==> config.mk <==
export PLATFORM = sky130hd
export DESIGN_NAME = mac_pe
export DESIGN_NICKNAME = d
export VERILOG_FILES = /design/src/rtl/mac_pkg.sv /design/src/rtl/mac_mult.sv /design/src/rtl/mac_pe.sv
export SDC_FILE = /design/constraint.sdc
export NUM_CORES = 1
export LEC_CHECK = 0
export ABC_AREA = 0
export CORE_ASPECT_RATIO = 0.7
export CORE_MARGIN = 2
export CORE_UTILIZATION = 55
export DETAILED_ROUTE_END_ITERATION = 6
export DONT_BUFFER_PORTS = 1
export MAX_ROUTING_LAYER = met4
export PLACE_DENSITY = 0.7
export SETUP_SLACK_MARGIN = 0.05
export SLEW_MARGIN = 20
export SYNTH_ARGS = -nofsm -noshare
export SYNTH_HDL_FRONTEND = slang
export SYNTH_HIERARCHICAL = 1
export SYNTH_SLANG_ARGS = --single-unit
==> constraint.sdc <==
create_clock -name clk -period 1 [get_ports clk]
set_input_delay 0.2 -clock clk [delete_from_list [all_inputs] [get_ports clk]]
set_output_delay 0.2 -clock clk [all_outputs]
set_load 0.01 [all_outputs]
==> src/rtl/mac_pkg.sv <==
// Shared constants for the MAC processing element: operand and accumulator
// width defaults, and the full-precision product width derived from them.
package mac_pkg;

   localparam int DEF_BIT_WIDTH  = 8;
   localparam int DEF_ACCUM_BITS = 32;

   // Width of an exact unsigned w x w product.
   function automatic int prod_width(input int w);
      return 2 * w;
   endfunction

   localparam int PROD_BITS = prod_width(DEF_BIT_WIDTH);

endpackage : mac_pkg

==> src/rtl/mac_mult.sv <==
// Combinational unsigned BIT_WIDTH x BIT_WIDTH multiplier.
// Partial products are formed by shift-and-AND, folded into a sum/carry
// pair with 3:2 carry-save adders, then resolved by a single ripple add.
// All arithmetic is modulo 2^(2*BIT_WIDTH), which is exact because the true
// product always fits in that width.
module mac_mult
   import mac_pkg::*;
#(
   parameter int BIT_WIDTH = DEF_BIT_WIDTH
) (
   input  logic [BIT_WIDTH-1:0]               mcand,
   input  logic [BIT_WIDTH-1:0]               mplier,
   output logic [prod_width(BIT_WIDTH)-1:0]   prod
);

   localparam int P = prod_width(BIT_WIDTH);

   logic [P-1:0] cs_sum;
   logic [P-1:0] cs_carry;

   // Carry-save reduction of the partial-product array into sum/carry vectors.
   always_comb begin
      logic [P-1:0] s;
      logic [P-1:0] c;
      logic [P-1:0] pp;
      s  = '0;
      c  = '0;
      pp = '0;
      for (int i = 0; i < BIT_WIDTH; i++) begin
         pp = {{BIT_WIDTH{1'b0}}, (mcand & {BIT_WIDTH{mplier[i]}})} << i;
         // Carry is computed from the old s/c before s is overwritten.
         c_next_calc: begin
            logic [P-1:0] maj;
            maj = (s & c) | (s & pp) | (c & pp);
            s   = s ^ c ^ pp;
            c   = maj << 1;
         end
      end
      cs_sum   = s;
      cs_carry = c;
   end

   // Final ripple-carry add of the sum and carry vectors; carry-out is always zero.
   always_comb begin
      logic carry;
      carry = 1'b0;
      prod  = '0;
      for (int j = 0; j < P; j++) begin
         prod[j] = cs_sum[j] ^ cs_carry[j] ^ carry;
         carry   = (cs_sum[j] & cs_carry[j]) | (cs_sum[j] & carry) | (cs_carry[j] & carry);
      end
   end

endmodule : mac_mult

==> src/rtl/mac_pe.sv <==
// Single multiply-accumulate processing element:
//   partial_sum_out <= partial_sum_in + weight * inp   (unsigned, wraps)
// One cycle of latency; the only state is the output register and out_valid.
//
// Valid semantics: in_valid qualifies weight/inp/partial_sum_in at a rising
// edge. A qualified edge loads a new sum and raises out_valid for exactly the
// following cycle. An unqualified edge holds the sum and drops out_valid.
// There is no ready/backpressure; one result per cycle may stream through.
module mac_pe
   import mac_pkg::*;
#(
   parameter int BIT_WIDTH  = DEF_BIT_WIDTH,
   parameter int ACCUM_BITS = DEF_ACCUM_BITS
) (
   input  logic                  clk,
   input  logic                  rst_n,
   input  logic                  in_valid,
   input  logic [BIT_WIDTH-1:0]  weight,
   input  logic [BIT_WIDTH-1:0]  inp,
   input  logic [ACCUM_BITS-1:0] partial_sum_in,
   output logic [ACCUM_BITS-1:0] partial_sum_out,
   output logic                  out_valid
);

   localparam int PB = prod_width(BIT_WIDTH);

   logic [PB-1:0]         prod;
   logic [ACCUM_BITS-1:0] prod_ext;
   logic [ACCUM_BITS-1:0] sum;
   logic [ACCUM_BITS-1:0] psum_d, psum_q;
   logic                  out_valid_d, out_valid_q;

   mac_mult #(
      .BIT_WIDTH (BIT_WIDTH)
   ) u_mult (
      .mcand  (weight),
      .mplier (inp),
      .prod   (prod)
   );

   // Zero-extend the exact product and add; carry-out is discarded (mod 2^ACCUM_BITS).
   always_comb begin
      prod_ext = ACCUM_BITS'(prod);
      sum      = partial_sum_in + prod_ext;
   end

   // Next-state: load on in_valid, otherwise hold the sum and drop out_valid.
   always_comb begin
      psum_d      = psum_q;
      out_valid_d = 1'b0;
      if (in_valid) begin
         psum_d      = sum;
         out_valid_d = 1'b1;
      end
   end

   // Output register with asynchronous clear; a reset discards any in-flight result.
   always_ff @(posedge clk or negedge rst_n) begin
      if (!rst_n) begin
         psum_q      <= '0;
         out_valid_q <= 1'b0;
      end else begin
         psum_q      <= psum_d;
         out_valid_q <= out_valid_d;
      end
   end

   assign partial_sum_out = psum_q;
   assign out_valid       = out_valid_q;

endmodule : mac_pe

# == Yosys cells after proc, flatten, opt, wreduce, memory -nomap -nowiden ==
# Cells that the tools add are included.
# op_classes
add_sub_neg,1
mux,1
n_bitwise,147
# op_table
operator,count
$or A15 B15 Y15,12
$and A15 B15 Y15,8
$xor A16 B16 Y16,6
$and A8 B8 Y8,8
$and A1 B1 Y1,40
$add A32 B16 Y32,1
$and A15 B10 Y15,2
$and A15 B11 Y15,2
$and A15 B12 Y15,2
$and A15 B13 Y15,2
$and A15 B14 Y15,2
$xor A1 B1 Y1,29
$or A1 B1 Y1,26
$xor A16 B10 Y16,1
$xor A16 B11 Y16,1
$xor A16 B12 Y16,1
$xor A16 B13 Y16,1
$xor A16 B14 Y16,1
$xor A16 B15 Y16,1
$and A8 B9 Y9,1
$xor A8 B9 Y9,1
$mux W1,1
# totals
register_bits,33
inputBits,51
out_inout_bits,33
elab_cells,151

# == Logic depth before layout (Yosys ltp) ==
# logic_depth
ltp_word,62
depth_mapped,26

# == By module ==
# Netlist, hierarchy kept.
# by_module_without_submodules
module,n_inst,cells_per_inst,area_each_um2,seq_area_each_um2
mac_pe,1,264,2509.9,825.8
mac_mult,1,172,1584.0,0.0

# == Least setup slack after synthesis ==
# OpenSTA, ideal clock, no wires.
# synth_path
kind,input to register
from,input port weight[7]
to,register psum_q[17] (netlist: partial_sum_out[17])
setup_time_ns,0.125
t_arrival_ns,7.691
required_ns,0.875
path_slack_ns,-6.816
stages,24
n_path_buf,0
cell_sequence,and2_1 -> ha_1 -> fa_1 -> inv_1 -> fa_1 -> fa_1 -> fa_1 -> fa_1 -> inv_1 -> fa_1 -> ha_1 -> fa_1 -> fa_1 -> fa_1 -> fa_1 -> fa_1 -> fa_1 -> ha_1 -> a211oi_1 -> nor2_1 -> o22ai_1 -> nor2_2 -> xor2_1 -> mux2_4
# synth_via
elab_cells_between_ends,110
classes_between,add/sub: 1; bitwise: 109
# synth_rtl
item,line,rtl
start: declaration,mac_pe.sv:18,"input logic [BIT_WIDTH-1:0] weight,"
$and A8 B8 Y8,mac_mult.sv:30,"pp = {{BIT_WIDTH{1'b0}}, (mcand & {BIT_WIDTH{mplier[i]}})} << i;"
$xor A8 B9 Y9,mac_mult.sv:35,s = s ^ c ^ pp;
$xor A16 B16 Y16,mac_mult.sv:35,
$xor A16 B10 Y16,mac_mult.sv:35,
$xor A16 B16 Y16,mac_mult.sv:35,
$xor A16 B11 Y16,mac_mult.sv:35,
$xor A16 B16 Y16,mac_mult.sv:35,
$xor A16 B12 Y16,mac_mult.sv:35,
(+19 left out),-,
$or A1 B1 Y1 (2 in series),mac_mult.sv:50,carry = (cs_sum[j] & cs_carry[j]) | (cs_sum[j] & carry) | (cs_carry[j] & carry);
$and A1 B1 Y1,mac_mult.sv:50,
$or A1 B1 Y1 (2 in series),mac_mult.sv:50,
$and A1 B1 Y1,mac_mult.sv:50,
$or A1 B1 Y1 (2 in series),mac_mult.sv:50,
$xor A1 B1 Y1 (*),mac_mult.sv:49,prod[j] = cs_sum[j] ^ cs_carry[j] ^ carry;
via prod[14],mac_pe.sv:27,logic [PB-1:0] prod;
$add A32 B16 Y32 (*),mac_pe.sv:44,sum = partial_sum_in + prod_ext;
end signal: assignment,mac_pe.sv:63,psum_q <= psum_d;
end: declaration,mac_pe.sv:30,"logic [ACCUM_BITS-1:0] psum_d, psum_q;"
# Mark *: on every way through the listed nets, which the timed path passes. The rest lies on a longest branch.
# A chain may end at the register's enable or synchronous reset.

# == Worst setup path after layout ==
# layout_path
from,input port inp[1]
to,register psum_q[21] (netlist: partial_sum_out[21])
# layout_via
elab_cells_between_ends,141
classes_between,add/sub: 1; bitwise: 140
# layout_rtl
item,line,rtl
start: declaration,mac_pe.sv:19,"input logic [BIT_WIDTH-1:0] inp,"
$and A8 B8 Y8 (*),mac_mult.sv:30,
$xor A8 B9 Y9,mac_mult.sv:35,
$and A15 B15 Y15 (tied with other cells),mac_mult.sv:34,maj = (s & c) | (s & pp) | (c & pp);
$or A15 B15 Y15 or $xor A16 B10 Y16 (tied branches),"mac_mult.sv:34, mac_mult.sv:35",
$or A15 B15 Y15 (tied with other cells),mac_mult.sv:34,
$xor A16 B16 Y16 (tied with other cells),mac_mult.sv:35,
$xor A16 B11 Y16 (tied with other cells),mac_mult.sv:35,
$xor A16 B16 Y16 (tied with other cells),mac_mult.sv:35,
(+35 left out),-,
$or A1 B1 Y1 (2 in series),mac_mult.sv:50,
$and A1 B1 Y1,mac_mult.sv:50,
$or A1 B1 Y1 (2 in series),mac_mult.sv:50,
$and A1 B1 Y1,mac_mult.sv:50,
$or A1 B1 Y1 (2 in series),mac_mult.sv:50,
$xor A1 B1 Y1 (*),mac_mult.sv:49,
via prod[14],mac_pe.sv:27,
$add A32 B16 Y32 (*),mac_pe.sv:44,
# Marks and branches as above.

==> results by group <==
GRT
  – GRT overflow: 0
  – Initial antenna violation count: 0
  – Number of global-route vias before repair: approximately 3500
  – Largest net degree at the start of global routing: 47
  – Global Route Usage Sum: roughly 28%
  – Global-route wire length before repair: 17.6 mm

Timing
  – Worst hold slack: -0.402 ns
  – Worst Skew: 0 ns
  – Worst rel slew slack: ~70%
  – Final worst slack: -6.16 ns
  – TNS Setup: -145.62 ns
  – Slew @ Worst Pin: between 0.4 and 0.5 ns
  – Fin crit period: approximately 7.2 ns
  – RSZ-0062 raised after global routing: true
  – Finish-stage setup viols: 33
  – Final hold violation count: 33
  – Final Max Slew Viols: 0
  – Fmax: roughly 140 MHz
  – Part of the cycle the worst path needs: 716%

Routing
  – Drt first pass iters: 6
  – DR top layer: met4
  – Vias per cell: around 5.7
  – Wire length on met1: between 5 and 6 mm
  – Met2 routed WL: between 4 and 5 mm
  – Final ANT Viol Nets: 0
  – Routed vias: 3446
  – Average wire per standard cell: 17.7 microns
  – DRC Markers: 0
  – Starting DRC count in detailed routing: around 190
  – Met3 WL: 673 microns
  – Drt total wl: 10.7 mm

Critical path
  – Crit end category: flop
  – Data arrival, critical path: 7.33 ns
  – Critical Path RT: 1.16 ns
  – Critical path peak fanout: 8
  – Worst Path Class, Setup: in2reg
  – Startpoint types: input port

Yosys
  – Post-synth top area share: between 20% and 30%
  – Synth Instances: 436
  – Area contributors post-synth: fa_1 (24%), dfrtp_1 (20%), ha_1 (7.3%)
  – Post-Syn Area: 0.00409 sq mm
  – Most frequent cell after synthesis: inv_1
  – Post-synth EDFFs: 0
  – Synth Register Bits: 33
  – Synth Warn #: 6
  – Yosys cell types: 60
  – Syn Nets: 560
  – Async S/R FF share, synth: 100%
  – Top_reg_cell synth: dfrtp_1
  – Top cells by count, synth: inv_1 (59), fa_1 (49), nand2_1 (47), and2_1 (35), dfrtp_1 (33)
  – Cell taking the most area after synthesis: fa_1
  – Mean Syn Cell Area: about 9.4 sq um
  – Sequential fraction of the synthesis area: 20.2%

Placed design
  – Gpl congestion: 0.880
  – Cell total after placement: 587
  – I/O Buffers: 0
  – HPWL Detailed: slightly above 8 mm

Floorplanning
  – Die Ht: ~76 microns
  – # IOs: 84
  – Initial Utilization: 56.4%
  – Placeable Area: 0.00725 sq mm
  – Full die area: 0.00816 sq mm
  – Die Wd: ~110 microns
  – Cell Rows: 26

Finish
  – # diodes: 0
  – Non-filler cells, final: 602
  – Area added between synthesis and finish: 35.5%
  – Sequential cell area: between 800 and 900 sq um
  – # fillers: between 400 and 500
  – Fin nets: about 630
  – Share of layout cells above drive strength 1: 42.5%
  – Multi-input logic area: 0.00366 sq mm

Clock tree
  – Clk slew on worst S/H paths: approximately 0.07 ns
  – Clock root cell: clkbuf_8
  – Htree depth: 2
  – Worst-Skew Late Latency: 0.28 ns
  – Number of CTS-inserted buffers: 5
  – CTS sink count: 33
  – Clock Path Buffers: 2
  – CTS tree: done

Flow run
  – Max-cap violations: 0

Outcome
  – Status: finished, violations left
  – Violated checks: hold timing, setup timing

Min path
  – Hold Path Class: in2async

Pwr
  – PwrDens: 4020 mW/mm^2
  – Cell leakage power: approximately 2.4 nW
  – Maximum vdd drop: approximately 3100 uV
## sequential cells by signal (all words and copies together) (netlist names)
register,count
partial_sum_out,32
out_valid,1
## path summary, 6_finish.rpt
kind	start	to	slack (ns)	cells past startpoint
max	inp[1]	partial_sum_out[21]	-6.16	25
min	rst_n	partial_sum_out[28]	-0.40	0
max reg2reg	partial_sum_out[16]	partial_sum_out[16]	0.13	1
min reg2reg	partial_sum_out[18]	partial_sum_out[18]	0.56	2
max in group asynchronous	rst_n	partial_sum_out[0]	1.31	0
min in group clk	in_valid	partial_sum_out[30]	0.01	1
## where the power goes
part / switching, W / internal, W / total, W
logic: 0.00882 / 0.00984 / 0.0187
clock network: 0.000504 / 0.000813 / 0.00132
registers: 0.000518 / 0.00183 / 0.00234
## placed cells by master (no fill, tap or decap), types with 5 or more instances in the layout
cell type and count:
nor3_1 5, xnor2_1 11, buf_6 18, fa_1 29, a21o_1 10, inv_1 40
inv_2 19, nand3_1 7, buf_4 50, xor2_1 6, ha_4 22, and3_1 5
o21ai_0 10, clkbuf_8 6, dfrtp_1 33, and2_4 15, nand2_1 44, fa_2 20
and2_1 20, mux2_4 9, nand4_1 7, nor2_1 10, a21oi_1 19
## final cells by class
cell class	count	share of cell area [%]
Clock inverter	1	0.541
Inverter	60	4.06
Tap cell	98	2.21
Timing Repair Buffer	70	10.8
Clock buffer	7	1.56
Multi-Input combinational cell	333	66.0
Sequential cell	33	14.9
## per-layer routing
layer / up-vias / GRT usage (%)
li1: 1612 / -
met1: 1718 / 40.7
met2: 108 / 42.1
met3: 8 / 5.47
met4: 0 / 3.12
met5: - / -
## worst max-delay path, stage by stage
cell and delay, ns:
and2_4 0.14, ha_4 0.15, fa_1 0.47, inv_1 0.05
fa_1 0.45, fa_1 0.54, fa_1 0.43, fa_1 0.49
inv_1 0.05, fa_1 0.43, ha_2 0.20, fa_2 0.33
fa_2 0.34, fa_2 0.34, fa_2 0.34, fa_2 0.34
fa_1 0.53, ha_4 0.22, a211oi_4 0.27, nor2_2 0.10
a2111oi_4 0.37, buf_4 0.22, nor4_2 0.05, xnor2_1 0.17
a21oi_1 0.10
## cell families (layout without fill, tap and decap cells)
family / after synthesis / in the layout / synth area share [%]
DFF: 33 / 33 / 20.2
adders and majority gates: 73 / 73 / 31.3
xor gates and xnor gates: 19 / 19 / 4.06
muxes: 13 / 13 / 3.67
and+or+nand+nor: 144 / 144 / 18.9
AOI/OAI and AO/OA: 84 / 84 / 15.2
buffers and inverters: 70 / 138 / 6.66
## per-stage QoR
step	cell area, sq um	total power (W)	utilization [%]	worst slack (ns)	hold WS, ns
final	5550	0.0223	76.5	-6.16	-0.402
after floorplan	4600	0.0134	-	-6.50	-0.0956
after detailed placement	5100	0.0180	70.4	-6.78	-0.0949
after global placement	5100	0.0178	70.4	-6.71	-0.0950
after CTS	5470	0.0214	75.3	-6.22	-0.406
after global routing	5550	0.0239	76.5	-6.40	-0.416
## repair_timing
item | 4_1_cts | 5_1_grt
buffers inserted | 4 | 3
hold endpoints to repair | 41 | 38
gates resized for setup | 48 | 9
setup endpoints to repair | 33 | 33
pin swaps | 52 | 22
Note: power is estimated with default switching activity, not from simulation.
